## src/rtl/servo_pwm_driver_if.sv

```systemverilog
// servo_pwm_driver_if
//   Groups the servo driver's control and status signals into one bundle.
//   Ports (signals):
//     enable      high = drive the servo, low = idle with the output quiet
//     angle_in    requested angle in degrees (8-bit unsigned)
//     pwm_out     registered servo control pulse
//     frame_tick  one-cycle pulse at the start of every active frame
//     angle_cur   angle applied in the current frame
//     busy        applied angle has not yet reached the latched request
//   Modports:
//     master  requester side (drives enable/angle_in, observes status)
//     slave   driver side (servo_pwm_driver)
interface servo_pwm_driver_if;
    logic       enable;
    logic [7:0] angle_in;
    logic       pwm_out;
    logic       frame_tick;
    logic [7:0] angle_cur;
    logic       busy;

    modport master (
        output enable, angle_in,
        input  pwm_out, frame_tick, angle_cur, busy
    );

    modport slave (
        input  enable, angle_in,
        output pwm_out, frame_tick, angle_cur, busy
    );
endinterface

```

## src/rtl/servo_pwm_driver.sv

```systemverilog
// servo_pwm_driver
//   Generates a hobby-servo PWM frame: one pulse per FRAME_TICKS cycles whose
//   width is MIN_PULSE + angle * TICKS_PER_DEG. The requested angle is sampled
//   and clamped to 0..180 at each frame start and held for the whole frame.
//   Optional build macro:
//     SERVO_SLEW_EN  when defined, the applied angle moves toward the request by
//                    at most SLEW_STEP degrees per frame and busy reports that
//                    the move is still in progress. When undefined the request
//                    is applied directly and busy stays low.
//   Ports:
//     clk    system clock, rising edge
//     rst_n  asynchronous active-low reset
//     bus    servo_pwm_driver_if.slave (enable, angle_in in; pwm_out,
//            frame_tick, angle_cur, busy out)
module servo_pwm_driver #(
    parameter int CLK_FREQ      = 50_000_000,
    parameter int FRAME_TICKS   = 1_000_000,
    parameter int MIN_PULSE     = 25_000,
    parameter int TICKS_PER_DEG = 556,
    parameter int SLEW_STEP     = 4
) (
    input  logic                clk,
    input  logic                rst_n,
    servo_pwm_driver_if.slave   bus
);
    localparam int MAX_PULSE = MIN_PULSE + 180 * TICKS_PER_DEG;
    // At least 17 bits so the default 125_080-cycle pulse never truncates.
    localparam int PW_W  = ($clog2(MAX_PULSE + 1) > 17) ? $clog2(MAX_PULSE + 1) : 17;
    localparam int CNT_W = $clog2(FRAME_TICKS);

    localparam logic [CNT_W-1:0] CNT_LAST   = CNT_W'(FRAME_TICKS - 1);
    localparam logic [7:0]       ANGLE_MAX  = 8'd180;
    localparam logic [7:0]       ANGLE_IDLE = 8'd90;
    localparam logic [PW_W-1:0]  PW_IDLE    = PW_W'(MIN_PULSE + 90 * TICKS_PER_DEG);

    // The pulse must start in the frame_tick cycle and fit inside the frame.
    if (CLK_FREQ <= 0 || FRAME_TICKS < 2 || MIN_PULSE < 1 || SLEW_STEP < 1 ||
        MAX_PULSE > FRAME_TICKS) begin : g_bad_cfg
        $error("servo_pwm_driver: invalid parameter set");
    end

    logic [CNT_W-1:0] cnt;
    logic [PW_W-1:0]  pulse_w;
    logic [PW_W-1:0]  pulse_w_new;
    logic [7:0]       angle_cur_q;
    logic [7:0]       target;
    logic [7:0]       angle_new;
    logic             busy_new;
    logic             frame_start;
    logic             pwm_q;
    logic             tick_q;
    logic             busy_q;

    assign frame_start = bus.enable && (cnt == '0);
    assign target      = (bus.angle_in > ANGLE_MAX) ? ANGLE_MAX : bus.angle_in;

`ifdef SERVO_SLEW_EN
    localparam logic [7:0] STEP = (SLEW_STEP > 255) ? 8'd255 : 8'(SLEW_STEP);

    logic [7:0] dist;

    always_comb begin
        dist = (target > angle_cur_q) ? (target - angle_cur_q) : (angle_cur_q - target);
        if (dist > STEP) begin
            dist = STEP;
        end
        angle_new = (target > angle_cur_q) ? (angle_cur_q + dist) : (angle_cur_q - dist);
        busy_new  = (angle_new != target);
    end
`else
    assign angle_new = target;
    assign busy_new  = 1'b0;
`endif

    assign pulse_w_new = PW_W'(MIN_PULSE) + PW_W'(angle_new) * PW_W'(TICKS_PER_DEG);

    // cnt as sampled at an edge is the frame position of the cycle being
    // entered, so pwm_q for position c is simply (c < pulse_w). Position 0
    // always carries the pulse because MIN_PULSE >= 1.
    always_ff @(posedge clk or negedge rst_n) begin
        if (!rst_n) begin
            cnt         <= '0;
            pulse_w     <= PW_IDLE;
            angle_cur_q <= ANGLE_IDLE;
            busy_q      <= 1'b0;
            pwm_q       <= 1'b0;
            tick_q      <= 1'b0;
        end else if (!bus.enable) begin
            cnt         <= '0;
            angle_cur_q <= ANGLE_IDLE;
            busy_q      <= 1'b0;
            pwm_q       <= 1'b0;
            tick_q      <= 1'b0;
        end else begin
            cnt    <= (cnt == CNT_LAST) ? '0 : cnt + CNT_W'(1);
            tick_q <= frame_start;
            if (frame_start) begin
                angle_cur_q <= angle_new;
                busy_q      <= busy_new;
                pulse_w     <= pulse_w_new;
                pwm_q       <= 1'b1;
            end else begin
                pwm_q <= (32'(cnt) < 32'(pulse_w));
            end
        end
    end

    assign bus.pwm_out    = pwm_q;
    assign bus.frame_tick = tick_q;
    assign bus.angle_cur  = angle_cur_q;
    assign bus.busy       = busy_q;
endmodule

```

## src/flat_wrapper.sv

```systemverilog
// flat-port wrapper written by rule: the top's interface ports become plain ports
module servo_pwm_driver_flat 
#(
    parameter int CLK_FREQ      = 50_000_000,
    parameter int FRAME_TICKS   = 1_000_000,
    parameter int MIN_PULSE     = 25_000,
    parameter int TICKS_PER_DEG = 556,
    parameter int SLEW_STEP     = 4
)
  (clk, rst_n, bus_enable, bus_angle_in, bus_pwm_out, bus_frame_tick, bus_angle_cur, bus_busy);
  servo_pwm_driver_if bus_i ();
  input  logic clk;
  input  logic rst_n;
  input wire logic [$bits(bus_i.enable)-1:0] bus_enable;
  input wire logic [$bits(bus_i.angle_in)-1:0] bus_angle_in;
  output wire logic [$bits(bus_i.pwm_out)-1:0] bus_pwm_out;
  output wire logic [$bits(bus_i.frame_tick)-1:0] bus_frame_tick;
  output wire logic [$bits(bus_i.angle_cur)-1:0] bus_angle_cur;
  output wire logic [$bits(bus_i.busy)-1:0] bus_busy;
  assign bus_i.enable = bus_enable;
  assign bus_i.angle_in = bus_angle_in;
  assign bus_pwm_out = bus_i.pwm_out;
  assign bus_frame_tick = bus_i.frame_tick;
  assign bus_angle_cur = bus_i.angle_cur;
  assign bus_busy = bus_i.busy;
  servo_pwm_driver #(.CLK_FREQ(CLK_FREQ), .FRAME_TICKS(FRAME_TICKS), .MIN_PULSE(MIN_PULSE), .TICKS_PER_DEG(TICKS_PER_DEG), .SLEW_STEP(SLEW_STEP)) u_core (.clk(clk), .rst_n(rst_n), .bus(bus_i));
endmodule
```

## config.mk

```make
export PLATFORM = sky130hd
export DESIGN_NAME = servo_pwm_driver_flat
export DESIGN_NICKNAME = d
export VERILOG_FILES = /design/src/rtl/servo_pwm_driver_if.sv /design/src/rtl/servo_pwm_driver.sv /design/src/flat_wrapper.sv
export SDC_FILE = /design/constraint.sdc
export NUM_CORES = 1
export LEC_CHECK = 0
export CORE_MARGIN = 5
export CORE_UTILIZATION = 45
export CTS_CLUSTER_DIAMETER = 40
export DETAILED_ROUTE_END_ITERATION = 10
export PLACE_DENSITY = 0.66
export SYNTH_ARGS = -nofsm -noshare
export SYNTH_HDL_FRONTEND = slang
export SYNTH_SLANG_ARGS = --single-unit
```

## constraint.sdc

```tcl
create_clock -name clk -period 2.9 [get_ports clk]
set_input_delay 0.87 -clock clk [delete_from_list [all_inputs] [get_ports clk]]
set_output_delay 0.87 -clock clk [all_outputs]
set_load 0.005 [all_outputs]
```

# Word level (Yosys, flattened, before mapping)
# Index checks and enable logic that the tools add are counted.
dict set report totals {
  out_inout_bits 11
  register_bits 48
  input_bits 11
  elab_cells 26
}
dict set report op_classes {
  order_cmp 2
  mul 1
  muxes 10
  addsub 2
  n_reduce_logical 3
  n_eq_ne 2
}
# cell n
set op_table {}
lappend op_table {{$mux 20} 2}
lappend op_table {{$mux 8} 3}
lappend op_table {{$add 20x1->20 const B} 1}
lappend op_table {{$eq 20x20->1 const B} 1}
lappend op_table {{$logic_not 20->1} 1}
lappend op_table {{$lt 20x17->1} 1}
lappend op_table {{$add 15x17->17 const A} 1}
lappend op_table {{$mul 8x8->15 const B} 1}
lappend op_table {{$gt 8x8->1 const B} 1}
lappend op_table {{$mux 1} 5}
lappend op_table {{$ne 2x1->1 const B} 1}
lappend op_table {{$reduce_and 2->1} 1}
lappend op_table {{$logic_and 1x1->1} 1}

# Longest topological paths before layout
# Gate-level depths: netlist of the first run.
dict set report depth {
  ltp_word 4
  depth_mapped 21
  ltp_nobuf 20
}

# Worst setup path after synthesis of the first run
# OpenSTA, ideal clock, no wires.
dict set report synth_path {
  kind {input -> register}
  startpoint {input bus_angle_in[0]}
  endpoint {register u_core.pulse_w[16]}
  stages 19
  setup_ns 0.073
  arrival_ns 4.738
  n_path_buf 1
  required_time_ns 2.827
  slack_ns -1.911
  cell_sequence {o21ai_0 -> a21oi_1 -> o21ai_0 -> nand2b_1 -> ha_1 -> inv_1 -> fa_1 -> fa_1 -> inv_1 -> ha_1 -> buf_2 -> a21o_1 -> a21o_1 -> a211o_1 -> a41oi_1 -> a311oi_1 -> o31a_1 -> xnor2_1 -> o21ai_1}
}
dict set report synth_via {
  elab_chain_len 4
}
# item line
set synth_rtl {}
lappend synth_rtl {{start: declaration} flat_wrapper.sv:15} ;# input wire logic [$bits(bus_i.angle_in)-1:0] bus_angle_in;
lappend synth_rtl {{$gt 8x8->1} servo_pwm_driver.sv:55} ;# assign target = (bus.angle_in > ANGLE_MAX) ? ANGLE_MAX : bus.angle_in;
lappend synth_rtl {{$mux 8 *} servo_pwm_driver.sv:55}
lappend synth_rtl {{$mul 8x8->15 *} servo_pwm_driver.sv:75} ;# assign pulse_w_new = PW_W'(MIN_PULSE) + PW_W'(angle_new) * PW_W'(TICKS_PER_DEG);
lappend synth_rtl {{$add 15x17->17 *} servo_pwm_driver.sv:75}
lappend synth_rtl {{end signal: assignment} servo_pwm_driver.sv:100} ;# pulse_w <= pulse_w_new;
lappend synth_rtl {{end: declaration} servo_pwm_driver.sv:43} ;# logic [PW_W-1:0] pulse_w;
# Every way passes the cells marked *; elsewhere a longest branch is shown, timed or not.
# A chain may end at the register's enable or synchronous reset.

# Final worst setup path of the first run
dict set report layout_path {
  startpoint {input bus_angle_in[0]}
  endpoint {register u_core.pulse_w[14]}
}
# The elaborated chain is that of the path after synthesis.

==> out/results.ini, run 1 <==
[sta]
skew_ps=8.481
fin_crit_ps=4347
rsz0062_at_grt=true
relSlewSlack_pct=61.93
fin_crit_sh_pct=149.9
fmax_mhz=230.1
finalSetupViolations=11
hold_slack_ps=465.7
worst_pin_slew_ps=571.0
finalMaxSlewViolations=0
setup_slack_ps=-1447
hold_violations=0

[synth]
ys_types=54
synth_edf_count=0
ys_seq_area_share_pct=30.78
ys_ff_latch=45
yosysWarnings=0
netlist_area_sq_mm=0.003695
syn_nets=481
synth_flop_cell=dfrtp_1
postSynth.asyncResetShare_pct=100.0
avgSynthCellArea_sq_um=8.990
syn_inst=411

[floorplan]
die_area_sq_mm=0.01012
io_pins=22
die_w_microns=100.6
core_area_sq_mm=0.008093
rows=33
die_y_microns=100.6
start_util_pct=45.66

[cells_and_area]
syn_to_final_growth_pct=40.60
drive_above_1_share_pct=35.39
post-route-util_pct=64.19
fin_nets=572
layout.cells.non_filler=608
fin_area_sq_mm=0.005195
antenna_cells=0

[worst_setup_path]
r2r_end=u_core.bus.pwm_out$_DFF_PN0_
worstPathArrival_ps=4530
rrSetupSlack_ps=520
reg2reg_from=u_core.cnt[0]$_DFF_PN0_
r2r_cells=9
worstSetupEndpointType=flop
critical_path.max_fanout=4
critPathKind=in -> reg
critPathRequiredTime_ps=3080
crit_end=u_core.pulse_w[14]$_DFFE_PN0P_
setup.worst_path.start=bus_angle_in[0]
start_kind=input pin

[route]
dr.max_layer_used=met4
dr.pass1.iters=4
drc=0
wl_per_cell_microns=14.57
wl_met2_mm=4.754
routed_wl_mm=8.859
ant_nets=0
met3_length_microns=239
drt-met1-wl_mm=3.749
vias=3180
drt-initial-drc-count=99
vias_per_cell=5.230

[run]
max-cap-violations=0

[place]
placedCellCount=582
place_area_sq_mm=0.004474
place_hpwl_mm=6.254
gp_congestion=0.8880
portBuffers=20

[global_routing]
gr-total-overflow=0
antenna_found_initial=0
grtUsageTotal_pct=17.85
grt_pass1_vias=3238
grt_pass1_wl_mm=14.70
grt_max_degree=46

[cts]
htree_num_levels=2
clock_latency_ps=300
cts_sinks=45
cts_buffers=5
root_buffer=clkbuf_8
cts_tree=yes
cts.path.max_buffers=2
clkTransAtPathRegs_ps=80

[power]
pwr-share-comb_pct=65.3
clock_power_share_pct=12.8
ir_worst_vdd_uv=456.6
pwr-share-seq_pct=21.9
p_sw_w=0.001382
p_sw_share_pct=36.97
p_int_w=0.002357
powerDensity_mw_per_mm2=719.7
p_leak_nw=2.516

[min_path]
hold_class=reg -> reg
min_from=u_core.pulse_w[5]$_DFFE_PN1P_

[run_status]
violations=negative setup slack
status=complete, but fails checks

power groups by stage:
stage | logic [W] | registers (W) | clock network (W)
6_report | 0.00244 | 0.000819 | 0.000478
4_1_cts | 0.00210 | 0.000821 | 0.000494
5_1_grt | 0.00267 | 0.000831 | 0.000518
2_1_floorplan | 0.00113 | 0.000819 | 0
3_3_place_gp | 0.00167 | 0.000829 | 0
3_5_place_dp | 0.00171 | 0.000833 | 0
cell usage in the layout (no fill, tap or decap), types with 3 or more instances in the layout:
cell / netlist / routed
o21ai_2: 8 / 10
inv_1: 46 / 41
xnor2_1: 22 / 11
a21o_1: 11 / 11
o21ai_1: 3 / 5
and2_1: 7 / 5
nand4_1: 3 / 3
clkbuf_8: 0 / 5
dfrtp_1: 36 / 36
nor2_1: 32 / 28
xnor2_2: 0 / 10
nand3_1: 11 / 10
dfstp_2: 9 / 9
xor2_1: 13 / 10
or3_1: 6 / 6
o21ai_0: 13 / 8
nand2b_1: 6 / 4
and3_1: 7 / 6
nand2_1: 43 / 39
a21oi_1: 19 / 14
ha_1: 52 / 35
clkdlybuf4s50_1: 0 / 11
ha_4: 0 / 17
xor2_2: 0 / 3
buf_6: 2 / 14
inv_2: 0 / 5
nand2_2: 0 / 4
fa_1: 7 / 6
mux2i_1: 4 / 4
nor4_1: 3 / 3
a21oi_2: 0 / 3
nor2b_1: 6 / 5
buf_4: 1 / 61
worst min-delay path by stage:
stage,depth (start not counted),slack [ps],end
after detailed placement,2,460,u_core.pulse_w[5]$_DFFE_PN1P_
after global placement,2,450,u_core.pulse_w[5]$_DFFE_PN1P_
final,2,470,u_core.pulse_w[5]$_DFFE_PN1P_
after global routing,2,490,u_core.pulse_w[10]$_DFFE_PN1P_
after CTS,2,470,u_core.pulse_w[5]$_DFFE_PN1P_
after floorplan,2,440,u_core.pulse_w[5]$_DFFE_PN1P_
final cells by class:
cell class | instances | area, sq um
clock buffer | 6 | 72.57
inverter | 47 | 181.4
sequential | 45 | 1137
fill | 641 | 2898
clock inverter | 2 | 38.79
tap | 105 | 131.4
timing repair buffer | 93 | 780.7
multi-input combinational | 310 | 2853
synth_stat cells (all sizes together) (9+ instances only):
cell	count	area share, %
ha	52	18
inv	46	4.7
nand2	44	4.7
dfrtp	36	24
nor2	32	3.3
o21ai	24	4.1
xnor2	22	5.2
a21oi	19	2.6
xor2	13	3.1
a21o	11	2.2
nand3	11	1.5
dfstp	9	6.4
stage by stage:
stage	total power [W]	setup WS (ps)	setup TNS, ps
after global placement	0.002502	-2096	-20200
after global routing	0.004021	-1627	-13740
final	0.003739	-1447	-12050
after CTS	0.003419	-1341	-11200
after floorplan	0.001948	-1538	-12220
after detailed placement	0.002542	-2226	-21110
per-layer routing:
layer / up-vias / track usage (%)
met2: 39 / 32.15
met5: - / 0
met3: 12 / 3.391
met1: 1559 / 21.92
met4: 0 / 4.145
li1: 1570 / -
critical path: stages:
cell      delay [ps]
buf_6            100
o21ai_4          130
a21oi_2           70
o21ai_2          200
buf_4            140
and2_4           170
ha_4             210
ha_4             230
fa_1             500
inv_1             60
fa_2             370
nor2b_4          140
o31a_1           190
buf_6            130
nor3_4            40
o41ai_4          340
nand2b_1         150
nor2_2           170
nor2_2            50
xnor2_1          180
mux2i_1           90
what timing repair did:
action | 4_1_cts | 5_1_grt
hold buffers | 0 | 0
setup buffers | 10 | 9
setup endpoints to repair | 13 | 13
cloned | 0 | 0
endpoints found under the hold margin | 0 | 0
pin swaps | 37 | 44
gates resized for setup | 70 | 30
logic make-up after synthesis:
group	Yosys count	share of synthesized area (%)
adder cells (fa/ha/maj)	59	21.40
AND/OR/NAND/NOR	136	18.32
XOR/XNOR	35	8.297
other	2	0.2033
AO/OA/AOI/OAI	73	13.21
multiplexers	5	1.388
flip-flops	45	30.78
buffers and inverters	56	6.400
sequential cells by signal, summed over array words and instances, names as in the netlist:
register / count
u_core.bus.pwm_out: 1
u_core.pulse_w: 15
u_core.cnt: 20
u_core.bus.angle_cur: 8
u_core.bus.frame_tick: 1
Power figures use the tool's default switching activity.
==> run 2: changes to the inputs <==
--- a/config.mk
+++ b/config.mk
@@ -5,8 +5,9 @@
 export SDC_FILE = /design/constraint.sdc
 export NUM_CORES = 1
 export LEC_CHECK = 0
-export CORE_MARGIN = 5
+export CORE_MARGIN = 4
 export CORE_UTILIZATION = 45
+export CTS_BUF_LIST = sky130_fd_sc_hd__clkbuf_8 sky130_fd_sc_hd__clkbuf_16
 export CTS_CLUSTER_DIAMETER = 40
 export DETAILED_ROUTE_END_ITERATION = 10
 export PLACE_DENSITY = 0.66
==> run 2 against run 1 <==
Compared with the run above:
- the flow still finishes with violations (negative setup slack)
- utilization increased by 1.7 points
- routed wire length increased by 1.5%
- register-to-register slack got worse by 40 ps
- maximum frequency decreased by 0.32%
- global-route usage increased by 0.52 points
- clock skew increased by 1.4 ps
- flip-flop and latch count unchanged
- combinational power about the same
- cell count decreased by 0.49%
- setup slack got worse by 14 ps
- total power decreased by 1.8%
- critical path depth unchanged
- largest cell class unchanged
- highest routed layer unchanged
==> out/results.ini, run 2 (synthesis gave the netlist of run 1 again) <==
[sta]
relSlewSlack_pct=62.62
fin_crit_ps=4361
finalSetupViolations=11
hold_violations=0
rsz0062_at_grt=true
skew_ps=9.849
finalMaxSlewViolations=0
setup_slack_ps=-1461
hold_slack_ps=439.6
fin_crit_sh_pct=150.4
worst_pin_slew_ps=556.1
fmax_mhz=229.3

[worst_setup_path]
rrSetupSlack_ps=480
worstSetupEndpointType=flop
critPathSlowestCell=fa_1
r2r_cells=9
start_kind=input pin
cpMostUsedCell=ha_4
worstPathCellList=buf_6, o21ai_2, a21oi_2, o21ai_2, buf_4, nand2b_4, ha_4, ha_4, inv_2, fa_1, inv_2, ha_4, buf_6, nand4_1, and3_4, a21oi_4, xnor2_4, nor2_4, o31a_1, xnor2_1, o21ai_1
max_stage_delay_ps=520
critical_path.max_fanout=5
critPathKind=in -> reg
worstPathArrival_ps=4600
critPathRequiredTime_ps=3140
r2r_end=u_core.bus.pwm_out$_DFF_PN0_
reg2reg_from=u_core.cnt[0]$_DFF_PN0_

[global_routing]
gr-total-overflow=0
grt_pass1_wl_mm=15.04
grtUsageTotal_pct=18.38
grt_pass1_vias=3337
grt_max_degree=20
antenna_found_initial=0

[power]
p_sw_w=0.001417
clock_power_share_pct=11.2
p_leak_nw=2.501
p_int_w=0.002257
pwr-share-seq_pct=22.4
ir_worst_vdd_uv=334.2
powerDensity_mw_per_mm2=710.7
p_sw_share_pct=38.56
pwr-share-comb_pct=66.4

[place]
gp_congestion=0.7885
placedCellCount=585
dpl_worst_slack_ps=-2244
place_hpwl_mm=6.434
portBuffers=20
place_area_sq_mm=0.004516

[cells_and_area]
top_register=u_core.cnt
final-seq-area_sq_mm=0.001137
fin_area_sq_mm=0.005169
drive_above_1_share_pct=36.38
largest_reg_flops=20
final_common_cell=buf_4
mostFrequentLayoutCells=63 x buf_4, 41 x nand2_1, 39 x inv_1
antenna_cells=0
num-fill-cells=649
layout.cells.non_filler=605
syn_to_final_growth_pct=39.89
fin_nets=572
multi_input_area_sq_mm=0.002865

[route]
vias=3151
vias_per_cell=5.208
drc=0
wl_per_cell_microns=14.87
routed_wl_mm=8.994
ant_nets=0
dr.pass1.iters=4
drt-initial-drc-count=98

[run_status]
status=complete, but fails checks
violations=negative setup slack

[cts]
cts_tree=yes
clkTransAtPathRegs_ps=100
cts.path.max_buffers=2
root_buffer=clkbuf_8
htree_num_levels=2
clock_latency_ps=310
cts_sinks=45
cts_buffers=5

[floorplan]
die_w_microns=98.61
die_area_sq_mm=0.009724
io_pins=22
core_area_sq_mm=0.007848
start_util_pct=47.08
rows=32
die_y_microns=98.61

[run]
max-cap-violations=0

[min_path]
hold_class=in -> async

run 2: worst max-delay path by stage:
stage                                from                              to  slack [ps]  depth (start not counted)
after floorplan           bus_angle_in[0]  u_core.pulse_w[16]$_DFFE_PN1P_       -1540                         19
after global placement    bus_angle_in[0]  u_core.pulse_w[16]$_DFFE_PN1P_       -2130                         19
after detailed placement  bus_angle_in[0]  u_core.pulse_w[16]$_DFFE_PN1P_       -2240                         19
after CTS                 bus_angle_in[1]  u_core.pulse_w[16]$_DFFE_PN1P_       -1430                         20
after global routing      bus_angle_in[1]  u_core.pulse_w[16]$_DFFE_PN1P_       -1620                         20
final                     bus_angle_in[1]  u_core.pulse_w[16]$_DFFE_PN1P_       -1460                         21
run 2: repair_timing:
item	CTS	global route
resized for setup	71	35
setup endpoints to repair	13	13
hold buffers	0	0
setup buffers	7	6
pin swaps	35	27
run 2: layout make-up:
class                   count  share of cell area [%]
repair buffers             93                   14.84
inverters                  47                   3.510
clock buffers               5                   1.331
multi-input cells         310                   55.43
well taps                 102                   2.469
flip-flops and latches     45                   22.00
clock inverters             3                  0.4115
run 2: power by group through the flow:
stage | registers, W | logic [W] | clock network (W)
final | 0.000822 | 0.00244 | 0.000412
after global routing | 0.000838 | 0.00266 | 0.000442
after CTS | 0.000820 | 0.00209 | 0.000418
after detailed placement | 0.000832 | 0.00174 | 0
after global placement | 0.000827 | 0.00170 | 0
after floorplan | 0.000819 | 0.00113 | 0
run 2: worst max-delay path: cells and delay by family:
kind                     cells  cell delay (ps)
AND/OR/NAND/NOR              4              560
AO/OA/AOI/OAI                6             1130
XOR/XNOR                     2              300
buffers and inverters        5              430
adder cells (fa/ha/maj)      4             1310
run 2: per-layer routing:
metal	vias up	global-route usage (%)	part of all wire, %
met5	-	0	0
met4	0	4.412	1.3
met3	10	3.043	2.5
met2	46	32.66	53
met1	1533	23.29	43
li1	1562	-	-
run 2: metrics by stage:
step                      total power [W]  TNS (ps)  util, %
after global routing             0.003936    -14080    65.86
after detailed placement         0.002568    -21640    57.54
after CTS                        0.003331    -11700    62.45
after floorplan                  0.001948    -12220        -
final                            0.003673    -12490    65.86
after global placement           0.002523    -20790    57.54
